==> src/rtl/sample_buffer_ctrl.sv <==
// Sample ring between the Pi deserializer and the I2S transmitter: prefill,
// paced playback on frame_tick, underrun recovery, flush and refill interrupt.
module sample_buffer_ctrl #(
   parameter int DATA_W    = 24,
   parameter int ADDR_W    = 6,
   parameter int PREFILL   = 32,
   parameter int LOW_WATER = 32
) (
   input  logic              clk_i,
   input  logic              rst_ni,
   input  logic              enable_i,
   input  logic              wr_valid_i,
   input  logic [DATA_W-1:0] wr_data_i,
   output logic              wr_ready_o,
   input  logic              frame_tick_i,
   output logic [DATA_W-1:0] out_data_o,
   output logic              out_valid_o,
   output logic              rpi_interrupt_o,
   output logic [ADDR_W:0]   level_o,
   output logic              overrun_o,
   output logic              underrun_o,
   input  logic              clr_status_i,
   output logic [1:0]        state_o
);

   localparam int DEPTH = 1 << ADDR_W;
   localparam logic [1:0] ST_IDLE = 2'b00;
   localparam logic [1:0] ST_FILL = 2'b01;
   localparam logic [1:0] ST_RUN  = 2'b10;
   localparam logic [ADDR_W:0] DEPTH_C     = (ADDR_W+1)'(DEPTH);
   localparam logic [ADDR_W:0] PREFILL_C   = (ADDR_W+1)'(PREFILL);
   localparam logic [ADDR_W:0] LOW_WATER_C = (ADDR_W+1)'(LOW_WATER);
   localparam logic [ADDR_W:0] PTR_ONE     = (ADDR_W+1)'(1);

   logic [DATA_W-1:0] mem_q [DEPTH];
   logic [ADDR_W:0]   wr_ptr_q, wr_ptr_d, rd_ptr_q, rd_ptr_d;
   logic [1:0]        state_q, state_d;
   logic [DATA_W-1:0] out_data_q, out_data_d;
   logic              out_valid_q, out_valid_d;
   logic              irq_q, irq_d;
   logic              ovr_q, ovr_d, und_q, und_d;

   logic [ADDR_W:0]   level_s;
   logic              empty_s, full_s, wr_ready_s, push_s;

   // Occupancy flags all derive from the start-of-cycle pointers.
   always_comb begin
      level_s    = wr_ptr_q - rd_ptr_q;
      empty_s    = (level_s == {(ADDR_W+1){1'b0}});
      full_s     = (level_s == DEPTH_C);
      wr_ready_s = enable_i && (state_q != ST_IDLE) && !full_s;
      push_s     = wr_valid_i && wr_ready_s;
   end

   // Next-state logic: sequencing, pointer updates, playback and status flags.
   always_comb begin
      wr_ptr_d    = wr_ptr_q;
      rd_ptr_d    = rd_ptr_q;
      state_d     = state_q;
      out_data_d  = out_data_q;
      out_valid_d = 1'b0;
      irq_d       = (state_q != ST_IDLE) && (level_s < LOW_WATER_C);
      ovr_d       = ovr_q && !clr_status_i;
      und_d       = und_q && !clr_status_i;
      if (!enable_i) begin
         wr_ptr_d = {(ADDR_W+1){1'b0}};
         rd_ptr_d = {(ADDR_W+1){1'b0}};
         state_d  = ST_IDLE;
      end else begin
         case (state_q)
            ST_IDLE: begin
               state_d = ST_FILL;
            end
            ST_FILL: begin
               if (frame_tick_i) begin
                  out_valid_d = 1'b1;
                  out_data_d  = {DATA_W{1'b0}};
               end else begin
                  out_valid_d = 1'b0;
               end
               if (level_s >= PREFILL_C) begin
                  state_d = ST_RUN;
               end else begin
                  state_d = ST_FILL;
               end
            end
            ST_RUN: begin
               if (frame_tick_i && empty_s) begin
                  out_valid_d = 1'b1;
                  out_data_d  = {DATA_W{1'b0}};
                  und_d       = 1'b1;
                  state_d     = ST_FILL;
               end else if (frame_tick_i) begin
                  out_valid_d = 1'b1;
                  out_data_d  = mem_q[rd_ptr_q[ADDR_W-1:0]];
                  rd_ptr_d    = rd_ptr_q + PTR_ONE;
               end else begin
                  out_valid_d = 1'b0;
               end
            end
            default: begin
               state_d = ST_IDLE;
            end
         endcase
         if (push_s) begin
            wr_ptr_d = wr_ptr_q + PTR_ONE;
         end else begin
            wr_ptr_d = wr_ptr_q;
         end
         // A refused word only counts as overrun once the block is running.
         if (wr_valid_i && (state_q != ST_IDLE) && full_s) begin
            ovr_d = 1'b1;
         end else begin
            ovr_d = ovr_d;
         end
      end
   end

   // Control and output registers.
   always_ff @(posedge clk_i or negedge rst_ni) begin
      if (!rst_ni) begin
         wr_ptr_q    <= {(ADDR_W+1){1'b0}};
         rd_ptr_q    <= {(ADDR_W+1){1'b0}};
         state_q     <= ST_IDLE;
         out_data_q  <= {DATA_W{1'b0}};
         out_valid_q <= 1'b0;
         irq_q       <= 1'b0;
         ovr_q       <= 1'b0;
         und_q       <= 1'b0;
      end else begin
         wr_ptr_q    <= wr_ptr_d;
         rd_ptr_q    <= rd_ptr_d;
         state_q     <= state_d;
         out_data_q  <= out_data_d;
         out_valid_q <= out_valid_d;
         irq_q       <= irq_d;
         ovr_q       <= ovr_d;
         und_q       <= und_d;
      end
   end

   // Sample storage carries no reset; stale words are unreachable after a flush.
   always_ff @(posedge clk_i) begin
      if (push_s) begin
         mem_q[wr_ptr_q[ADDR_W-1:0]] <= wr_data_i;
      end
   end

   assign wr_ready_o      = wr_ready_s;
   assign out_data_o      = out_data_q;
   assign out_valid_o     = out_valid_q;
   assign rpi_interrupt_o = irq_q;
   assign level_o         = level_s;
   assign overrun_o       = ovr_q;
   assign underrun_o      = und_q;
   assign state_o         = state_q;

endmodule

==> config.mk <==
export PLATFORM = sky130hd
export DESIGN_NAME = sample_buffer_ctrl
export DESIGN_NICKNAME = d
export VERILOG_FILES = /design/src/rtl/sample_buffer_ctrl.sv
export SDC_FILE = /design/constraint.sdc
export NUM_CORES = 1
export LEC_CHECK = 0
export CORE_ASPECT_RATIO = 0.75
export CORE_UTILIZATION = 50
export DETAILED_ROUTE_END_ITERATION = 16
export DONT_BUFFER_PORTS = 1
export HOLD_SLACK_MARGIN = 0.12
export SYNTH_ARGS = -nofsm -noshare
export SYNTH_HDL_FRONTEND = slang
export SYNTH_SLANG_ARGS = --single-unit
==> constraint.sdc <==
create_clock -name clk_i -period 14.35 [get_ports clk_i]
set_input_delay 0.7175 -clock clk_i [delete_from_list [all_inputs] [get_ports clk_i]]
set_output_delay 0.7175 -clock clk_i [all_outputs]
set_load 0.005 [all_outputs]
# --- Yosys cells after proc, flatten, opt, wreduce, memory -nomap -nowiden ---
# Memory sizes are Yosys's and may differ from the RTL's.
# Index checks and enable logic that the tools add are counted.
word_totals:
  register_bits: 44
  mem_bits_rw: 1536
  input_bits: 30
  output_inout_bits: 38
  elab_cells: 66
  n_memories: 1
mem_list:
  columns: ["memory", "words", "word_bits", "read_ports", "rd_clocked_by_memory_dff", "write_ports", "line_no", "rtl"]
  rows:
  - ["mem_q", 64, 24, 1, 0, 1, "35", "logic [DATA_W-1:0] mem_q [DEPTH];"]
classes:
  addsub: 3
  magnitude_cmp: 2
  eq_ne: 10
  muxes: 25
  n_reduce_logical: 17
op_table:
  columns: ["operator", "n"]
  rows:
  - ["$mux W24", 3]
  - ["$pmux W24 S2", 1]
  - ["$mux W7", 6]
  - ["$add A7 B1 Y7 const B", 2]
  - ["$mux W1", 10]
  - ["$logic_and A1 B1 Y1", 9]
  - ["$eq A7 B7 Y1 const B", 1]
  - ["$ge A7 B6 Y1 const B", 1]
  - ["$logic_not A7 Y1", 1]
  - ["$lt A7 B6 Y1 const B", 1]
  - ["$sub A7 B7 Y7", 1]
  - ["$mux W2", 3]
  - ["$ne A2 B1 Y1 const B", 3]
  - ["$ne A3 B3 Y1 const B", 2]
  - ["$pmux W2 S3", 1]
  - ["$ne A2 B2 Y1 const B", 2]
  - ["$reduce_and A4 Y1", 1]
  - ["$reduce_bool A2 Y1", 2]
  - ["$reduce_and A3 Y1", 1]
  - ["$eq A2 B1 Y1 const B", 1]
  - ["$eq A2 B2 Y1 const B", 1]
  - ["$logic_not A1 Y1", 2]
  - ["$logic_not A2 Y1", 1]
  - ["$pmux W1 S2", 1]

# --- Logic depth before layout (Yosys ltp) ---
# Gate-level depths: netlist (run 1).
depth:
  ltp_word: 7
  mapped_depth: 14
  ltp_nobuf: 11

# --- Worst setup path after synthesis (run 1) ---
# Ideal clock, no wire load.
synth_timing:
  path_type: "register -> register"
  startpoint: "reg rd_ptr_q[2]"
  endpoint: "mem mem_q[59][0] (enable)"
  setup_ps: 466
  arrival_ps: 5171
  required_time_ps: 13884
  setup_slack_ps: 8713
  stages_incl_launch_ff: 14
  path_buffers: 5
  period_less_slack_ps: 5637
  cell_sequence: "dfrtp_1 clkbuf_1 inv_1 clkbuf_1 clkbuf_1 ha_1 a211oi_2 or4b_1 nand3_1 or2_0 clkbuf_1 a21o_1 buf_2 nor4_1"
synth_between:
  elab_chain_len: 7
synth_lines:
  columns: ["item", "line_no", "rtl"]
  rows:
  - ["start: declaration", "36", "logic [ADDR_W:0] wr_ptr_q, wr_ptr_d, rd_ptr_q, rd_ptr_d;"]
  - ["start signal: assignment", "123", "rd_ptr_q <= {(ADDR_W+1){1'b0}};"]
  - ["start signal: assignment", "132", "rd_ptr_q <= rd_ptr_d;"]
  - ["$sub A7 B7 Y7", "48", "level_s = wr_ptr_q - rd_ptr_q;"]
  - ["via level_o[6]", "19", "output logic [ADDR_W:0] level_o,"]
  - ["$eq A7 B7 Y1", "50", "full_s = (level_s == DEPTH_C);"]
  - ["$logic_not A1 Y1", "51", "wr_ready_s = enable_i && (state_q != ST_IDLE) && !full_s;"]
  - ["$logic_and A1 B1 Y1", "51", null]
  - ["$logic_and A1 B1 Y1", "52", "push_s = wr_valid_i && wr_ready_s;"]
  - ["$mux W1", "144", "if (push_s) begin"]
  - ["$mux W1 (implied by the code)", "145", "mem_q[wr_ptr_q[ADDR_W-1:0]] <= wr_data_i;"]
  - ["end: declaration", "35", null]
# The timed path passes the listed nets, and every way through them passes these cells.

# --- Worst setup path in the final report (run 1) ---
layout_timing:
  startpoint: "reg rd_ptr_q[2]"
  endpoint: "mem mem_q[17][20] (enable)"
# Same word-level chain as after synthesis.

==> results of run 1 <==
==> worst paths after layout <==
check                                        start                          to  slack (ns)  cells past startpoint
max                        rd_ptr_q[2]$_DFFE_PN0P_     mem_q[17][20]$_DFFE_PP_        8.60                      9
min                                       enable_i     wr_ptr_q[0]$_DFFE_PN0P_        0.22                      2
max reg2reg                rd_ptr_q[2]$_DFFE_PN0P_     mem_q[17][20]$_DFFE_PP_        8.60                      9
min reg2reg                wr_ptr_q[6]$_DFFE_PN0P_     wr_ptr_q[6]$_DFFE_PN0P_        0.57                      2
max in group asynchronous                   rst_ni     rd_ptr_q[1]$_DFFE_PN0P_       13.53                      2
min in group asynchronous                   rst_ni  out_data_o[16]$_DFFE_PN0P_        0.46                      2
==> layout by cell type (no fill, tap or decap), types with 12 or more instances in the layout <==
| cell | n |
|---|---|
| a21oi_1 | 48 |
| a22o_1 | 92 |
| a22oi_1 | 146 |
| a31oi_1 | 48 |
| buf_16 | 26 |
| buf_4 | 94 |
| clkbuf_1 | 38 |
| clkbuf_16 | 157 |
| clkinv_1 | 28 |
| clkinv_2 | 19 |
| dfrtp_1 | 42 |
| edfxtp_1 | 1536 |
| ha_1 | 12 |
| inv_1 | 12 |
| mux2i_1 | 392 |
| mux4_2 | 192 |
| nand2_1 | 175 |
| nand3_1 | 14 |
| nand4_1 | 52 |
| nor2_2 | 56 |
| nor3_1 | 48 |
| o221a_2 | 19 |
==> per-layer routing <==
| metal | vias to the layer above | global-route usage | share of wire |
|---|---|---|---|
| li1 | 13200 | - | - |
| met1 | 16500 | 0.384 | 0.43 |
| met2 | 1387 | 0.378 | 0.46 |
| met3 | 209 | 0.0589 | 0.092 |
| met4 | 4 | 0.0620 | 0.020 |
| met5 | - | 0 | 0.00015 |
==> power groups by stage <==
stage                     sequential (mW)  combinational [mW]  clock (mW)
after floorplan                      5.16              0.0201           0
after global placement               5.16              0.0309           0
after detailed placement             5.16              0.0316           0
after CTS                            5.06               0.143        3.86
after global routing                 5.06               0.149        4.03
final                                5.06               0.142        3.80
==> through the flow <==
| stage | cell area, µm² | hold WS [ns] | total power [mW] |
|---|---|---|---|
| floorplan | 61300 | 0.422 | 5.18 |
| global placement | 63600 | 0.430 | 5.19 |
| detailed placement | 63600 | 0.429 | 5.19 |
| CTS | 68900 | 0.144 | 9.07 |
| global route | 68900 | 0.198 | 9.24 |
| finish | 68900 | 0.217 | 9.01 |
==> final cells by class <==
cell class	instances	area (µm²)
inverter	14	52.6
multi-input combinational	1386	13500
sequential	1580	47200
fill	8927	51900
clock inverter	58	450
clock buffer	202	4170
tap	1624	2030
timing repair buffer	126	1500
antenna	2	5.00
==> sequential cells by signal (all words and copies together) (netlist names) <==
name,cells
state_o,2
rpi_interrupt_o,1
wr_ptr_q,7
mem_q,1536
rd_ptr_q,7
underrun_o,1
out_data_o,24
out_valid_o,1
overrun_o,1
==> worst max-delay path: stages (launching register included) <==
cell and delay [ns]:
dfrtp_1 0.48, inv_2 0.82, ha_1 0.45, a211oi_2 0.34
nor2_1 0.12, xor2_1 0.58, nor4_2 0.18, a21o_1 0.44
or4_1 0.82, nor2_2 1.11
==> repair_timing <==
action                     4_1_cts  5_1_grt
hold buffers                    29        0
setup endpoints to repair        0        0
hold endpoints to repair      1595        0
==> logic make-up after synthesis <==
logic type | count (synthesis) | share of synthesized area
fa+ha+maj | 13 | 0.00278
simple gates | 399 | 0.0302
mux | 584 | 0.135
buf+inv | 204 | 0.0138
flops | 1580 | 0.770
xor+xnor | 5 | 0.000714
compound gates | 385 | 0.0478
==> out/qor.csv, run 1 <==
metric,value,unit
status,"finished, final reports clean",
grt_pass1_wl,224000,µm
gp_congestion,0.852,
port_buffers,0,
synth_nets,3213,
leakagePower,20.8,nW
crit_path_end_kind,register,
layout-drive-gt1-share,0.182,
post-place-ws,8.59,ns
globalRouteOverflowTotal,0,
maxCapViolations,0,
synth_top_area_share,0.752,
fin_ws,8.60,ns
min_period,5.75,ns
grt_pass1_vias,30700,
synthCells,3170,
cp.arrival,6.13,ns
cp-start-kind,register,
yosys.cell_count.top_type,edfxtp_1,
synth_area_leaders,"edfxtp_1, mux4_2, mux2i_1",
synth_cell_types,61,
fin_cells,4992,
die_y,305,µm
clock.fmax,174,MHz
dp_cells,4700,
fin_skew,0.0318,ns
track_usage,0.255,
swShare,0.196,
dieArea,124000,µm²
seq_area_frac_synth,0.770,
worst_pin_slew,1.47,ns
drc_errors,0,
synth_edf_count,1536,
routed_via_density,6.27,
ys_ff_latch,1580,
clock_tree.root_cell,clkbuf_16,
worstSkewPairLatency,0.79,ns
tritoncts,done,
power_frac_comb,0.016,
hp-class,in -> reg,
p_seq_frac,0.562,
fin_util,0.571,
power.internal,7.24,mW
die_x,406,µm
clk_pin_slew,0.06,ns
cts.sinks,1580,
syn_area,61300,µm²
grt_max_degree,128,
vdd_drop_max,0.000132,V
fin_setup_tns,0,ns
ys.flop_type,edfxtp_1,
slew_headroom,0.0215,
avgSynthCellArea,19.3,µm²
clk_path_buf_depth,3,
postRouteAntennaNets,0,
p_sw,1.77,mW
first_pass_iters,6,
start_util,0.507,
p_clk_frac,0.422,
rows,110,
drt_first_iter_violations,3945,
antenna_found_initial,9,
io_pins,68,
core,121000,µm²
finalWirelength,156000,µm
layout.nets,3301,
powerDensity,131,nW/µm²
wire_per_inst,31.3,µm
dp.final_hpwl,88500,µm
post-route-period-util,0.401,
crit_type,reg -> reg,
setup_viol_count_final,0,
hold_viol,0,
yosysTopAreaCell,edfxtp_1,
cts_setup_buffers,0,
synth_commonest_cells,"edfxtp_1, mux2i_1, mux4_2",
area_growth,12.4,%
cp_max_fo,50,
rsz0062_at_grt,false,
synthArstFlopShare,0.0278,
yosys_warnings,0,
worstPathRequired,14.73,ns
numCtsBuffers,150,
cts_max_level,4,
post_cts_resized,0,
vias,31300,
slew_violations,0,
Note: power is estimated with default switching activity, not from simulation.
==> run 2, diff against run 1 <==
--- a/config.mk
+++ b/config.mk
@@ -10,6 +10,7 @@
 export DETAILED_ROUTE_END_ITERATION = 16
 export DONT_BUFFER_PORTS = 1
 export HOLD_SLACK_MARGIN = 0.12
+export PLACE_DENSITY = 0.68
 export SYNTH_ARGS = -nofsm -noshare
 export SYNTH_HDL_FRONTEND = slang
 export SYNTH_SLANG_ARGS = --single-unit
==> constraint.sdc (replaced) <==
create_clock -name clk_i -period 4.78 [get_ports clk_i]
set_input_delay 0.239 -clock clk_i [delete_from_list [all_inputs] [get_ports clk_i]]
set_output_delay 0.239 -clock clk_i [all_outputs]
set_load 0.005 [all_outputs]
==> out/qor.csv, run 2 (same netlist as run 1, synthesis figures left out) <==
metric,value,unit,change
final_cell_mix,"edfxtp_1, mux2i_1, mux4_2, nand2_1, clkbuf_16",,
start_util,0.507,,unchanged
area_growth,13.5,%,
track_usage,0.257,,+0.00190
port_buffers,0,,unchanged
cts.sinks,1580,,unchanged
p_total,27.1,mW,+200%
postRouteAntennaNets,0,,unchanged
dp.final_hpwl,92000,µm,+4.0%
grt_pass1_vias,31100,,+1.2%
numCtsBuffers,147,,-2.0%
fin_cells,5055,,+1.3%
crit_type,reg -> reg,,
clk_pin_slew,0.06,ns,about the same
layout.nets,3357,,+1.7%
rsz0062_at_grt,false,,
maxCapViolations,0,,unchanged
status,"finished, final reports clean",,
post_cts_resized,0,,unchanged
hold_viol,0,,unchanged
grt_max_degree,129,,+0.78%
powerDensity,390,nW/µm²,+200%
setup_viol_count_final,0,,unchanged
antenna_found_initial,11,,+2
leakagePower,21.1,nW,+1.5%
layout-drive-gt1-share,0.189,,+0.00686
clk_path_buf_depth,3,,unchanged
wire_per_inst,31.4,µm,about the same
die_y,305,µm,unchanged
largest_reg_flops,1536,,unchanged
cts_setup_buffers,0,,unchanged
hold_ws,0.197,ns,-0.0197 ns
routed_via_density,6.35,,+1.3%
clock.fmax,231,MHz,+33%
worstSkewPairLatency,0.78,ns,about the same
post-route-period-util,0.907,,+0.507
dieArea,124000,µm²,unchanged
core,121000,µm²,unchanged
vdd_drop_max,0.000302,V,+130%
cts_max_level,4,,unchanged
hp-class,in -> reg,,
fin_skew,0.0269,ns,-0.00485 ns
grt_pass1_wl,226000,µm,+0.97%
io_pins,68,,unchanged
first_pass_iters,8,,+2
rows,110,,unchanged
globalRouteOverflowTotal,0,,unchanged
slew_headroom,0.237,,+0.216
cp-start-kind,register,,
drt_first_iter_violations,4421,,+12%
finalWirelength,158000,µm,+1.4%
cp_max_fo,24,,-52%
gp_congestion,0.918,,+7.8%
tritoncts,done,,
worst_pin_slew,1.14,ns,-0.324 ns
crit_path_end_kind,register,,
vias,32100,,+2.6%
min_period,4.34,ns,-1.41 ns
dp_cells,4731,,+0.66%
final_common_cell,edfxtp_1,,
clock_tree.root_cell,clkbuf_16,,
drc_errors,0,,unchanged
worstPathRequired,5.19,ns,-9.54 ns
die_x,406,µm,unchanged
cp.arrival,4.75,ns,-1.38 ns
slew_violations,0,,unchanged
run 2: cell types whose count changed in the layout (fill, tap and decap cells not counted), moves of 3 or more:
cell,change
inv_6,+6
bufinv_16,+5
clkbuf_8,-6
buf_4,+19
clkinv_2,+3
buf_12,+12
dlygate4sd3_1,+28
clkbuf_16,-8
run 2: worst max-delay path: stages (launching register included):
cell,delay [ns]
dfrtp_1,0.53
ha_1,0.35
nor2b_1,0.24
o22ai_1,0.15
xnor2_1,0.78
nor4_2,0.18
a21oi_2,0.42
nand4_2,0.46
buf_4,0.35
nor2_2,0.13
buf_4,0.36
run 2: worst paths after layout:
path                                         startpoint                    endpoint  slack (ns)  cells after the start
worst max-delay path            wr_ptr_q[1]$_DFFE_PN0P_     mem_q[23][13]$_DFFE_PP_        0.44                     10
worst min-delay path                         wr_valid_i     wr_ptr_q[0]$_DFFE_PN0P_        0.20                      4
worst max register to register  wr_ptr_q[1]$_DFFE_PN0P_     mem_q[23][13]$_DFFE_PP_        0.44                     10
worst min register to register  wr_ptr_q[6]$_DFFE_PN0P_     wr_ptr_q[6]$_DFFE_PN0P_        0.61                      2
max in group asynchronous                        rst_ni     rd_ptr_q[0]$_DFFE_PN0P_        3.82                      4
min in group asynchronous                        rst_ni  out_data_o[12]$_DFFE_PN0P_        0.66                      4
run 2: layout make-up:
type	count	area [µm²]
Clock inverter	77	742
Antenna cell	2	5.00
Sequential cell	1580	47200
Inverter	14	52.6
Timing Repair Buffer	185	2160
Multi-Input combinational cell	1386	13500
Tap cell	1624	2030
Clock buffer	187	3880
Fill cell	8833	51200
run 2: power by group:
part / internal [mW] / leakage (nW) / switching [mW]
combinational: 0.113 / 4.45 / 0.388
clock: 6.42 / 2.26 / 5.01
sequential: 15.2 / 14.4 / 0.00796
total: 21.7 / 21.1 / 5.40
run 2: layer usage:
layer / GRT usage / vias to the layer above / part of all wire / wire length (µm)
met1: 0.380 / 16800 / 0.40 / 64100
li1: - / 13300 / - / -
met4: 0.0576 / 6 / 0.018 / 2830
met3: 0.0796 / 204 / 0.12 / 19600
met2: 0.376 / 1812 / 0.45 / 71900
met5: 0 / - / 0.00019 / 30
run 2: per-stage QoR:
step	worst slack [ns]	util	setup TNS, ns	cell area (µm²)
2_1_floorplan	-0.857	-	-159.56	61300
3_3_place_gp	0.628	0.529	0	63900
3_5_place_dp	0.584	0.529	0	63900
4_1_cts	0.556	0.576	0	69600
5_1_grt	0.288	0.576	0	69600
6_report	0.442	0.576	0	69600
run 2: what timing repair did:
action,in CTS,in global routing
hold buffers,58,0
hold endpoints to repair,1599,0
setup endpoints to repair,0,0
